`config.mk`:
```
export PLATFORM = sky130hd
export DESIGN_NAME = alu_multicycle
export DESIGN_NICKNAME = d
export VERILOG_FILES = /design/src/rtl/alu_multicycle.sv
export SDC_FILE = /design/constraint.sdc
export NUM_CORES = 1
export LEC_CHECK = 0
export ABC_AREA = 1
export BUFFER_PORTS_ARGS = -buffer_cell sky130_fd_sc_hd__clkbuf_2
export CORE_MARGIN = 5
export CORE_UTILIZATION = 60
export CTS_BUF_LIST = sky130_fd_sc_hd__clkbuf_8
export DETAILED_ROUTE_END_ITERATION = 6
export HOLD_SLACK_MARGIN = 0.15
export PLACE_DENSITY = 0.88
export SYNTH_ARGS = -nofsm -noshare
export SYNTH_HDL_FRONTEND = slang
export SYNTH_SLANG_ARGS = --single-unit
```
`constraint.sdc`:
```
create_clock -name clk -period 8.5 [get_ports clk]
set_input_delay 0.85 -clock clk [delete_from_list [all_inputs] [get_ports clk]]
set_output_delay 0.85 -clock clk [all_outputs]
set_load 0.03 [all_outputs]
```
`src/rtl/alu_multicycle.sv`:
```
// Handshaked execute-stage ALU: single-cycle logic/add ops plus iterative
// unsigned multiply, divide and remainder that take WIDTH busy cycles.
module alu_multicycle #(
  parameter int WIDTH = 32,
  parameter int CNT_W = $clog2(WIDTH) + 1
) (
  input  logic             clk,
  input  logic             rst,
  input  logic             in_valid,
  output logic             in_ready,
  input  logic [3:0]       alu_op,
  input  logic [WIDTH-1:0] operand_1,
  input  logic [WIDTH-1:0] operand_2,
  output logic             out_valid,
  input  logic             out_ready,
  output logic [WIDTH-1:0] out,
  output logic             zero,
  output logic             overflow,
  output logic             div_zero
);

  localparam logic [3:0] OP_AND  = 4'b0000;
  localparam logic [3:0] OP_OR   = 4'b0001;
  localparam logic [3:0] OP_ADD  = 4'b0010;
  localparam logic [3:0] OP_MUL  = 4'b0011;
  localparam logic [3:0] OP_SUB  = 4'b0110;
  localparam logic [3:0] OP_GTU  = 4'b0111;
  localparam logic [3:0] OP_DIVU = 4'b1000;
  localparam logic [3:0] OP_REMU = 4'b1001;
  localparam logic [3:0] OP_NOR  = 4'b1100;

  typedef enum logic [1:0] {IDLE, BUSY, DONE} state_t;

  state_t             state_reg;
  logic [WIDTH-1:0]   out_reg;
  logic               overflow_reg;
  logic               div_zero_reg;
  logic               in_ready_reg;
  logic               out_valid_reg;
  logic [CNT_W-1:0]   cnt_reg;
  logic               is_mul_reg;
  logic               is_rem_reg;
  // MUL: opa = shifted multiplicand, opb = shifted multiplier, acc = partial product.
  // DIV: opa = dividend shifting into quotient, opb = divisor, acc = partial remainder.
  logic [WIDTH-1:0]   opa_reg;
  logic [WIDTH-1:0]   opb_reg;
  logic [WIDTH-1:0]   acc_reg;

  logic [WIDTH-1:0]   sc_out;
  logic               sc_ov;
  logic               sc_dz;
  logic [WIDTH-1:0]   sum;
  logic [WIDTH-1:0]   diff;
  logic               op_is_div;
  logic               is_iter;

  logic [WIDTH-1:0]   mul_acc_next;
  logic [WIDTH:0]     rem_shift;
  logic               rem_fits;
  logic [WIDTH-1:0]   rem_next;
  logic [WIDTH-1:0]   q_next;

  always_comb begin
    sum       = operand_1 + operand_2;
    diff      = operand_1 - operand_2;
    sc_out    = '0;
    sc_ov     = 1'b0;
    sc_dz     = 1'b0;
    op_is_div = (alu_op == OP_DIVU) || (alu_op == OP_REMU);
    is_iter   = (alu_op == OP_MUL) || (op_is_div && (operand_2 != '0));
    case (alu_op)
      OP_AND: sc_out = operand_1 & operand_2;
      OP_OR:  sc_out = operand_1 | operand_2;
      OP_NOR: sc_out = ~(operand_1 | operand_2);
      OP_GTU: sc_out = {{(WIDTH-1){1'b0}}, (operand_1 > operand_2)};
      OP_ADD: begin
        sc_out = sum;
        sc_ov  = (operand_1[WIDTH-1] == operand_2[WIDTH-1]) &&
                 (sum[WIDTH-1] != operand_1[WIDTH-1]);
      end
      OP_SUB: begin
        sc_out = diff;
        sc_ov  = (operand_1[WIDTH-1] != operand_2[WIDTH-1]) &&
                 (diff[WIDTH-1] != operand_1[WIDTH-1]);
      end
      // Only reached here with a zero divisor; nonzero divisors iterate.
      OP_DIVU: begin
        sc_out = '1;
        sc_dz  = 1'b1;
      end
      OP_REMU: begin
        sc_out = operand_1;
        sc_dz  = 1'b1;
      end
      default: sc_out = '0;
    endcase
  end

  always_comb begin
    mul_acc_next = acc_reg + (opb_reg[0] ? opa_reg : '0);
    rem_shift    = {acc_reg, opa_reg[WIDTH-1]};
    rem_fits     = rem_shift >= {1'b0, opb_reg};
    // True difference is below the divisor, so WIDTH bits cannot wrap.
    rem_next     = rem_fits ? (rem_shift[WIDTH-1:0] - opb_reg) : rem_shift[WIDTH-1:0];
    q_next       = {opa_reg[WIDTH-2:0], rem_fits};
  end

  always_ff @(posedge clk or posedge rst) begin
    if (rst) begin
      state_reg     <= IDLE;
      out_reg       <= '0;
      overflow_reg  <= 1'b0;
      div_zero_reg  <= 1'b0;
      in_ready_reg  <= 1'b1;
      out_valid_reg <= 1'b0;
      cnt_reg       <= '0;
      is_mul_reg    <= 1'b0;
      is_rem_reg    <= 1'b0;
      opa_reg       <= '0;
      opb_reg       <= '0;
      acc_reg       <= '0;
    end else begin
      case (state_reg)
        IDLE: begin
          if (in_valid && in_ready_reg) begin
            in_ready_reg <= 1'b0;
            if (is_iter) begin
              opa_reg    <= operand_1;
              opb_reg    <= operand_2;
              acc_reg    <= '0;
              cnt_reg    <= CNT_W'(WIDTH);
              is_mul_reg <= (alu_op == OP_MUL);
              is_rem_reg <= (alu_op == OP_REMU);
              state_reg  <= BUSY;
            end else begin
              out_reg       <= sc_out;
              overflow_reg  <= sc_ov;
              div_zero_reg  <= sc_dz;
              out_valid_reg <= 1'b1;
              state_reg     <= DONE;
            end
          end
        end
        BUSY: begin
          cnt_reg <= cnt_reg - 1'b1;
          if (is_mul_reg) begin
            acc_reg <= mul_acc_next;
            opa_reg <= opa_reg << 1;
            opb_reg <= opb_reg >> 1;
          end else begin
            acc_reg <= rem_next;
            opa_reg <= q_next;
          end
          if (cnt_reg == CNT_W'(1)) begin
            out_reg       <= is_mul_reg ? mul_acc_next : (is_rem_reg ? rem_next : q_next);
            overflow_reg  <= 1'b0;
            div_zero_reg  <= 1'b0;
            out_valid_reg <= 1'b1;
            state_reg     <= DONE;
          end
        end
        DONE: begin
          if (out_ready) begin
            out_valid_reg <= 1'b0;
            in_ready_reg  <= 1'b1;
            state_reg     <= IDLE;
          end
        end
        default: begin
          out_valid_reg <= 1'b0;
          in_ready_reg  <= 1'b1;
          state_reg     <= IDLE;
        end
      endcase
    end
  end

  assign in_ready  = in_ready_reg;
  assign out_valid = out_valid_reg;
  assign out       = out_reg;
  assign zero      = (out_reg == '0);
  assign overflow  = overflow_reg;
  assign div_zero  = div_zero_reg;

endmodule

```
# Yosys cells after proc, flatten, opt, wreduce, memory -nomap -nowiden
# Index checks and enable logic that the tools add are counted.
word_totals:
  register_bits: 142
  inputBits: 72
  out_inout_bits: 37
  wordCells: 109
op_classes:
  addsub: 5
  n_lt_le_gt_ge: 2
  eq_ne: 21
  mux: 46
  n_bitwise: 4
  reduce_logical: 19
op_table:
  columns: ["op", "n"]
  rows:
  - ["$mux 32", 15]
  - ["$pmux 32 s2", 4]
  - ["$pmux 32 s8", 1]
  - ["$add 32x32->32", 2]
  - ["$sub 32x32->32", 2]
  - ["$ge 33x32->1", 1]
  - ["$and 32x32->32", 1]
  - ["$gt 32x32->1", 1]
  - ["$logic_not 32->1", 1]
  - ["$not 32->32", 1]
  - ["$or 32x32->32", 1]
  - ["$reduce_bool 32->1", 1]
  - ["$mux 1", 13]
  - ["$eq 4x4->1 const B", 3]
  - ["$mux 6", 2]
  - ["$ne 2x2->1 const B", 6]
  - ["$pmux 6 s2", 1]
  - ["$reduce_and 3->1", 4]
  - ["$reduce_and 4->1", 3]
  - ["$eq 4x2->1 const B", 2]
  - ["$eq 4x3->1 const B", 2]
  - ["$mux 2", 4]
  - ["$eq 6x1->1 const B", 1]
  - ["$pmux 1 s2", 3]
  - ["other kinds (15)", 22]

# Depth between registers and ports, before layout
# Gate-level depths: netlist of the first run.
logic_depth:
  word_depth: 7
  mapped_depth: 21
  mapped_depth_nobuf: 21

# Worst setup path before layout of the first run
# No wires, ideal clock.
synth_timing:
  path_type: "in2reg"
  from: "in operand_1[0]"
  to: "reg out_reg[22] (netlist: out[22])"
  setup_ns: 0.113
  arrival_ns: 2.481
  t_required_ns: 8.387
  slack_ns: 5.906
  stages: 19
  n_path_buf: 0
  cell_sequence: "ha_1 inv_1 fa_1 inv_1 nand3_1 nand3_1 nand2_1 nand2_1 nand2_1 nand2_1 nand3_1 nand2_1 nand2_1 nand3_1 nand3_1 nand2_1 nand3b_1 nand2_1 inv_1"
synth_via:
  elab_chain_cells: 5
  word_cells_on_any_way: 6
  cone_classes: "add/sub: 2; mux: 4"
synth_rtl:
  columns: ["item", "line_no", "source"]
  rows:
  - ["start: declaration", "12", "input logic [WIDTH-1:0] operand_1,"]
  - ["$sub 32x32->32 / $add 32x32->32 (equally long branches)", "65, 64", null]
  - ["$pmux 32 s8 *", "71", "case (alu_op)"]
  - ["$mux 32 *", "127", "if (is_iter) begin"]
  - ["$mux 32 *", "125", "if (in_valid && in_ready_reg) begin"]
  - ["$pmux 32 s2 *", "123", "case (state_reg)"]
  - ["end signal: assignment", "136", "out_reg <= sc_out;"]
  - ["end signal: assignment", "155", "out_reg <= is_mul_reg ? mul_acc_next : (is_rem_reg ? rem_next : q_next);"]
  - ["end: declaration", "35", "logic [WIDTH-1:0] out_reg;"]
# Mark *: on every way between the ends. The rest lies on a longest branch, timed or not. The select of a mux whose other input is x is not followed.
# A chain may end at the register's enable or synchronous reset.

# Worst setup path after layout of the first run
layout_timing:
  from: "reg opb_reg[0]"
  to: "reg out_reg[7] (netlist: out[7])"
layout_via:
  elab_chain_cells: 6
  word_cells_on_any_way: 9
  cone_classes: "add/sub: 2; order compare: 1; mux: 6"
layout_rtl:
  columns: ["item", "line_no", "source"]
  rows:
  - ["start: declaration", "46", "logic [WIDTH-1:0] opb_reg;"]
  - ["start signal: assignment", "129", "opb_reg <= operand_2;"]
  - ["start signal: assignment", "149", "opb_reg <= opb_reg >> 1;"]
  - ["$sub 32x32->32 / $ge 33x32->1 (equally long branches)", "104, 102", null]
  - ["$mux 32", "104", "rem_next = rem_fits ? (rem_shift[WIDTH-1:0] - opb_reg) : rem_shift[WIDTH-1:0];"]
  - ["$mux 32", "155", null]
  - ["$mux 32 *", "155", null]
  - ["$mux 32 *", "154", "if (cnt_reg == CNT_W'(1)) begin"]
  - ["$pmux 32 s2 *", "123", null]
# Marks and branches as above.

==> out/qor.yml, run 1 <==
synthesis:
  ys_ff_latch: 142
  syn_area_um2: 18710
  synthTopCellsByCount: "953 x nand2_1, 529 x inv_1, 261 x nand3_1, 261 x nor2_1, 243 x a21oi_1"
  synthCells: 3202
  synth_nets: 3452
  yosysTopAreaCell: "nand2_1"
  synth.avg_cell_area_um2: 5.844
  async_flop_share_pct: 100.0
  synth_top_area_share_pct: 19.12
  ys_types: 60
  synth-main-ff-cell: "dfrtp_1"
  synth-edff-count: 0
  synth_area_leaders: "nand2_1 19%, dfrtp_1 19%, ha_1 12%"
  ys_seq_area_share_pct: 19.00
  yosysMostFrequentCell: "nand2_1"
  yosysWarnings: 0
critical_path:
  worstSetupEndpointType: "register"
  worstSetupEndpoint: "out[7]"
  rr_worst_depth: 11
  cp-start-kind: "register"
  crit_type: "reg -> reg"
  startpoint: "opb_reg[0]"
  crit_required_ns: 8.82
  r2r_slack_ns: 4.79
  r2r_start: "opb_reg[0]"
  critical_path_arrival_ns: 4.03
  crit_path_max_fanout: 34
  reg2reg_to: "out[7]"
global_routing:
  grt_pass1_vias: 21784
  grt_first_pass_wirelength_um: 119100
  grt_max_degree: 99
  gr-total-overflow: 0
  grt.total_usage_pct: 42.67
  antenna_found_initial: 2
route:
  drt_first_iter_violations: 3495
  viasPerCell: 6.267
  wl_per_cell_um: 21.51
  vias: 22919
  drt_pass1_iterations: 7
  drc_errors: 1
  postRouteAntennaNets: 0
  totalWireLength_um: 78660
sta:
  finalCritPeriodShare_pct: 43.61
  hold_violations: 0
  worstMarginPinSlew_ns: 1.236
  finalSetupTns_ns: 0
  maxSlewViolCount: 0
  maxSlewHeadroom_pct: 17.40
  holdWs_ns: 0.4699
  finClkSkew_ns: 0.01523
  fmax_mhz: 269.8
  setup_violations: 0
  rsz0062_at_grt: "false"
  min_period_ns: 3.707
clock_tree:
  clock_latency_ns: 0.48
  cts_root_buf: "clkbuf_8"
  post_cts_buffers: 0
  cts_buffers: 17
  cts_resized: 0
  cts_hold_buf: 0
  cts_max_path_buffers: 2
  h-tree-depth: 4
  cts_tree: "done"
  clk_pin_slew_ns: 0.09
  clock_sinks: 142
run_status:
  status: "complete, but fails checks"
  violations: "DRC"
finish:
  area_growth_pct: 6.432
  drive_above_1_share_pct: 6.292
  fill_cells: 2968
  nets: 3495
  final_area_um2: 19920
placement:
  placement.io_buffers: 108
  gp_congestion: 1.082
  dp_hpwl_um: 62390
  placed_area_um2: 19440
die:
  initial_core_util_pct: 61.02
  die_h_um: 186.6
  core_um2: 30670
  die_w_um: 186.6
  die_area_um2: 34820
  rows: 64
  ios: 109
job:
  maxCapViolCount: 0
pwr:
  power_density_nw_per_um2: 364.4
  power_leakage_nw: 10.94
  finalPower_w: 0.007257
  peakVddDrop_mv: 0.2325
hold_path:
  min_path_type: "in -> async"
## power breakdown
| group | internal [W] | total (W) | switching, W |
|---|---|---|---|
| logic | 0.00158 | 0.00527 | 0.00369 |
| registers | 0.00101 | 0.00134 | 0.000335 |
| clock network | 0.000354 | 0.000649 | 0.000295 |
## critical path, cell delays in order, from the launching register on
cell and delay [ns]:
dfrtp_1 0.33, buf_4 0.38, nand2_1 0.17, inv_1 0.09
ha_1 0.27, a21oi_1 0.14, nand2_1 0.13, nand2_1 0.09
nand3_1 0.13, o21ai_0 0.95, nor3b_1 0.66, a31oi_1 0.18
## cells by family after synthesis
family | count (synthesis) | synth area share [%]
and+or+nand+nor | 1616 | 36.11
xor gates and xnor gates | 22 | 1.030
DFF | 142 | 19.00
buffers and inverters | 641 | 13.24
AOI/OAI and AO/OA | 603 | 18.56
adders and majority gates | 178 | 12.06
## final cells by class
| type | count | area (µm²) | area share (%) |
|---|---|---|---|
| clock inverters | 15 | 231.5 | 1.162 |
| flip-flops and latches | 142 | 3555 | 17.85 |
| multi-input cells | 2419 | 12690 | 63.72 |
| diodes | 3 | 7.507 | 0.03769 |
| well taps | 396 | 495.5 | 2.488 |
| clock buffers | 17 | 234.0 | 1.175 |
| inverters | 540 | 2034 | 10.21 |
| repair buffers | 125 | 668.1 | 3.355 |
## metal layers
metal,GRT usage [%],up-vias,part of all wire (%)
met5,0,-,0
met4,25.20,0,7.3
met3,9.436,350,12
met2,66.29,1677,43
met1,54.54,10421,37
li1,-,10471,-
## stage by stage
step	std cells	setup slack [ns]	util [%]
4_1_cts	3654	5.003	64.92
2_1_floorplan	3202	3.842	-
6_report	3657	4.793	64.94
5_1_grt	3655	4.652	64.92
3_3_place_gp	3622	4.817	63.40
3_5_place_dp	3622	4.619	63.40
## worst min-delay path by stage
stage | start | endpoint | slack (ns) | cells past startpoint
6_report | rst | acc_reg[2] | 0.47 | 2
3_5_place_dp | out_valid | out_valid | 0.48 | 2
5_1_grt | overflow | overflow | 0.52 | 2
4_1_cts | rst | acc_reg[2] | 0.50 | 2
2_1_floorplan | cnt_reg[5] | cnt_reg[5] | 0.46 | 1
3_3_place_gp | out_valid | out_valid | 0.47 | 2
## layout by cell type (no fill, tap or decap), types with 5 or more instances in the layout
cell type,n
a2111oi_0,15
ha_1,174
nand4_1,42
nor2_1,261
a31oi_1,8
nor4_1,10
clkbuf_2,108
nor3_1,35
a21o_1,10
buf_4,17
clkbuf_8,17
bufinv_16,5
xor2_1,16
o211ai_1,70
dfrtp_1,141
o21ai_1,13
o22ai_1,13
nand3b_1,12
inv_1,527
nand3_1,261
o21bai_1,17
xnor2_1,6
inv_2,9
a21oi_1,243
nand2_1,953
o21ai_0,180
or2_2,13
and2_1,5
No activity file was read; power rests on OpenSTA's default activity.
==> inputs of run 2 (changes only) <==
--- a/config.mk
+++ b/config.mk
@@ -8,11 +8,11 @@
 export ABC_AREA = 1
 export BUFFER_PORTS_ARGS = -buffer_cell sky130_fd_sc_hd__clkbuf_2
 export CORE_MARGIN = 5
-export CORE_UTILIZATION = 60
+export CORE_UTILIZATION = 59
 export CTS_BUF_LIST = sky130_fd_sc_hd__clkbuf_8
 export DETAILED_ROUTE_END_ITERATION = 6
 export HOLD_SLACK_MARGIN = 0.15
-export PLACE_DENSITY = 0.88
+export PLACE_DENSITY = 0.9
 export SYNTH_ARGS = -nofsm -noshare
 export SYNTH_HDL_FRONTEND = slang
 export SYNTH_SLANG_ARGS = --single-unit
==> constraint.sdc (replaced) <==
create_clock -name clk -period 3.3 [get_ports clk]
set_input_delay 0.33 -clock clk [delete_from_list [all_inputs] [get_ports clk]]
set_output_delay 0.33 -clock clk [all_outputs]
set_load 0.03 [all_outputs]
==> run 2 against run 1 <==
Compared with the run above: wire length fell by 5.9%; die area rose by 1.6%; the flow now finishes without violations; combinational power grew to 2.6 times the previous value; largest power group unchanged; critical path depth up 4.
==> out/qor.yml, run 2 (same netlist as run 1, synthesis figures left out) <==
critical_path:
  r2r_slack_ns: 0.35  # -4.44 ns
  cp-start-kind: "register"
  crit_path_max_fanout: 30  # -12%
  crit_type: "reg -> reg"
  critical_path_arrival_ns: 3.35  # -0.68 ns
  worstSetupEndpointType: "register"
  crit_required_ns: 3.70  # -5.12 ns
route:
  postRouteAntennaNets: 0  # unchanged
  wl_met1_um: 28480  # -3.2%
  route.met2.wl_um: 32170  # -5.2%
  wl_per_cell_um: 20.06  # -6.8%
  drt_pass1_iterations: 7  # unchanged
  drc_errors: 0  # -1
  top_layer_used: "met4"
  viasPerCell: 6.067  # -3.2%
  drt_first_iter_violations: 3283  # -6.1%
  totalWireLength_um: 74010  # -5.9%
  vias: 22387  # -2.3%
  wl_met3_um: 8459  # -11%
pwr:
  power_leakage_nw: 11.08  # +1.2%
  swShare_pct: 58.96  # -0.54 points
  power_density_nw_per_um2: 917.6  # +150%
  p_clk_share_pct: 8.0  # -0.9 points
  peakVddDrop_mv: 0.4178  # +80%
  p_int_w: 0.007598  # +160%
  power_frac_seq_pct: 18.9  # +0.4 points
  finalPower_w: 0.01851  # +160%
  pwr-share-comb_pct: 73.1  # +0.5 points
  p_sw_w: 0.01091  # +150%
clock_tree:
  cts_buffers: 17  # unchanged
  cts_tree: "done"
  cts_root_buf: "clkbuf_8"
  cts_resized: 0  # unchanged
  h-tree-depth: 4  # unchanged
  clock_sinks: 142  # unchanged
  post_cts_buffers: 0  # unchanged
  clock_latency_ns: 0.48  # about the same
  cts_hold_buf: 2  # +2
  clk_pin_slew_ns: 0.09  # about the same
  cts_max_path_buffers: 2  # unchanged
finish:
  drive_above_1_share_pct: 7.056  # +0.76 points
  nets: 3525  # +0.86%
  fill_cells: 3076  # +3.6%
  multi_input_comb_area_um2: 12690  # unchanged
  seqCellArea_um2: 3555  # unchanged
  antennaDiodeCount: 0  # -3
  most-common-layout-cells: "953 x nand2_1, 528 x inv_1, 261 x nor2_1, 261 x nand3_1, 243 x a21oi_1"
  layout_commonest_cell: "nand2_1"
  area_growth_pct: 7.803
sta:
  finClkSkew_ns: 0.01904  # +0.003810 ns
  hold_violations: 0  # unchanged
  rsz0062_at_grt: "false"
  min_period_ns: 2.945  # -0.7612 ns
  maxSlewViolCount: 0  # unchanged
  maxSlewHeadroom_pct: 13.03  # -4.4 points
  finalSetupTns_ns: 0  # unchanged
  worstMarginPinSlew_ns: 1.301  # +0.06531 ns
  setup_violations: 0  # unchanged
  finalCritPeriodShare_pct: 89.25  # +46 points
  fmax_mhz: 339.5  # +26%
run_status:
  status: "finished clean"
global_routing:
  grt_first_pass_wirelength_um: 113800  # -4.5%
  antenna_found_initial: 1  # -1
  grt_pass1_vias: 20859  # -4.2%
  grt_max_degree: 97  # -2.0%
  grt.total_usage_pct: 40.51  # -2.2 points
  gr-total-overflow: 0  # unchanged
die:
  rows: 65  # +1.6%
  die_w_um: 188.1  # +0.80%
  core_um2: 31470  # +2.6%
  ios: 109  # unchanged
  die_area_um2: 35380  # +1.6%
  initial_core_util_pct: 59.46  # -1.6 points
  die_h_um: 188.1  # +0.80%
placement:
  dp_hpwl_um: 60250  # -3.4%
  gp_congestion: 1.076  # -0.53%
  placement.io_buffers: 108  # unchanged
hold_path:
  min_path_type: "in -> reg"
job:
  maxCapViolCount: 0  # unchanged
-- run 2: final timing paths --
check                              start     endpoint  depth (start not counted)
max                           opb_reg[0]      out[14]                         15
min                        operand_2[25]  opb_reg[25]                          3
max reg2reg                   opb_reg[0]      out[14]                         15
min reg2reg                    out_valid    out_valid                          2
max in group asynchronous            rst   acc_reg[9]                          4
min in group asynchronous            rst  acc_reg[26]                          3
-- run 2: worst max-delay path, stage by stage, from the launching register on --
cell     delay [ns]
dfrtp_1        0.45
buf_12         0.19
nand2_1        0.07
inv_1          0.04
ha_1           0.35
a21oi_1        0.10
nand2_1        0.15
inv_1          0.05
o21ai_0        0.27
nand2_1        0.13
nand2_1        0.16
o21ai_0        0.09
a21oi_1        0.44
nor2_1         0.09
and2_0         0.17
a21oi_1        0.12
-- run 2: cell type report --
cell class | instances | share of cell area [%]
clock buffer | 17 | 1.160
clock inverter | 15 | 0.8497
inverter | 540 | 10.08
multi-input combinational | 2419 | 62.91
sequential | 142 | 17.62
tap | 402 | 2.493
timing repair buffer | 155 | 4.887
-- run 2: power by group through the flow --
stage | clock [W] | combinational [W] | sequential, W
after global routing | 0.00155 | 0.0149 | 0.00354
final | 0.00149 | 0.0135 | 0.00350
after global placement | 0 | 0.0129 | 0.00344
after CTS | 0.00148 | 0.0131 | 0.00342
after detailed placement | 0 | 0.0130 | 0.00344
after floorplan | 0 | 0.00924 | 0.00349
-- run 2: metal layers --
metal	vias to the layer above	global-route usage, %
met5	-	0
met4	0	22.25
met3	289	5.585
met2	1470	63.42
met1	10125	54.14
li1	10503	-
-- run 2: stage by stage --
stage / std cells / setup WS (ns) / utilization [%] / hold WS, ns / cell area (µm²)
floorplan: 3202 / 0.8847 / - / 0.4573 / 18720
global placement: 3656 / 0.3179 / 62.74 / 0.4338 / 19750
detailed placement: 3656 / 0.2705 / 62.74 / 0.4432 / 19750
CTS: 3690 / 0.3997 / 64.09 / 0.1635 / 20170
global route: 3690 / 0.1631 / 64.09 / 0.1821 / 20170
finish: 3690 / 0.3547 / 64.09 / 0.1792 / 20170
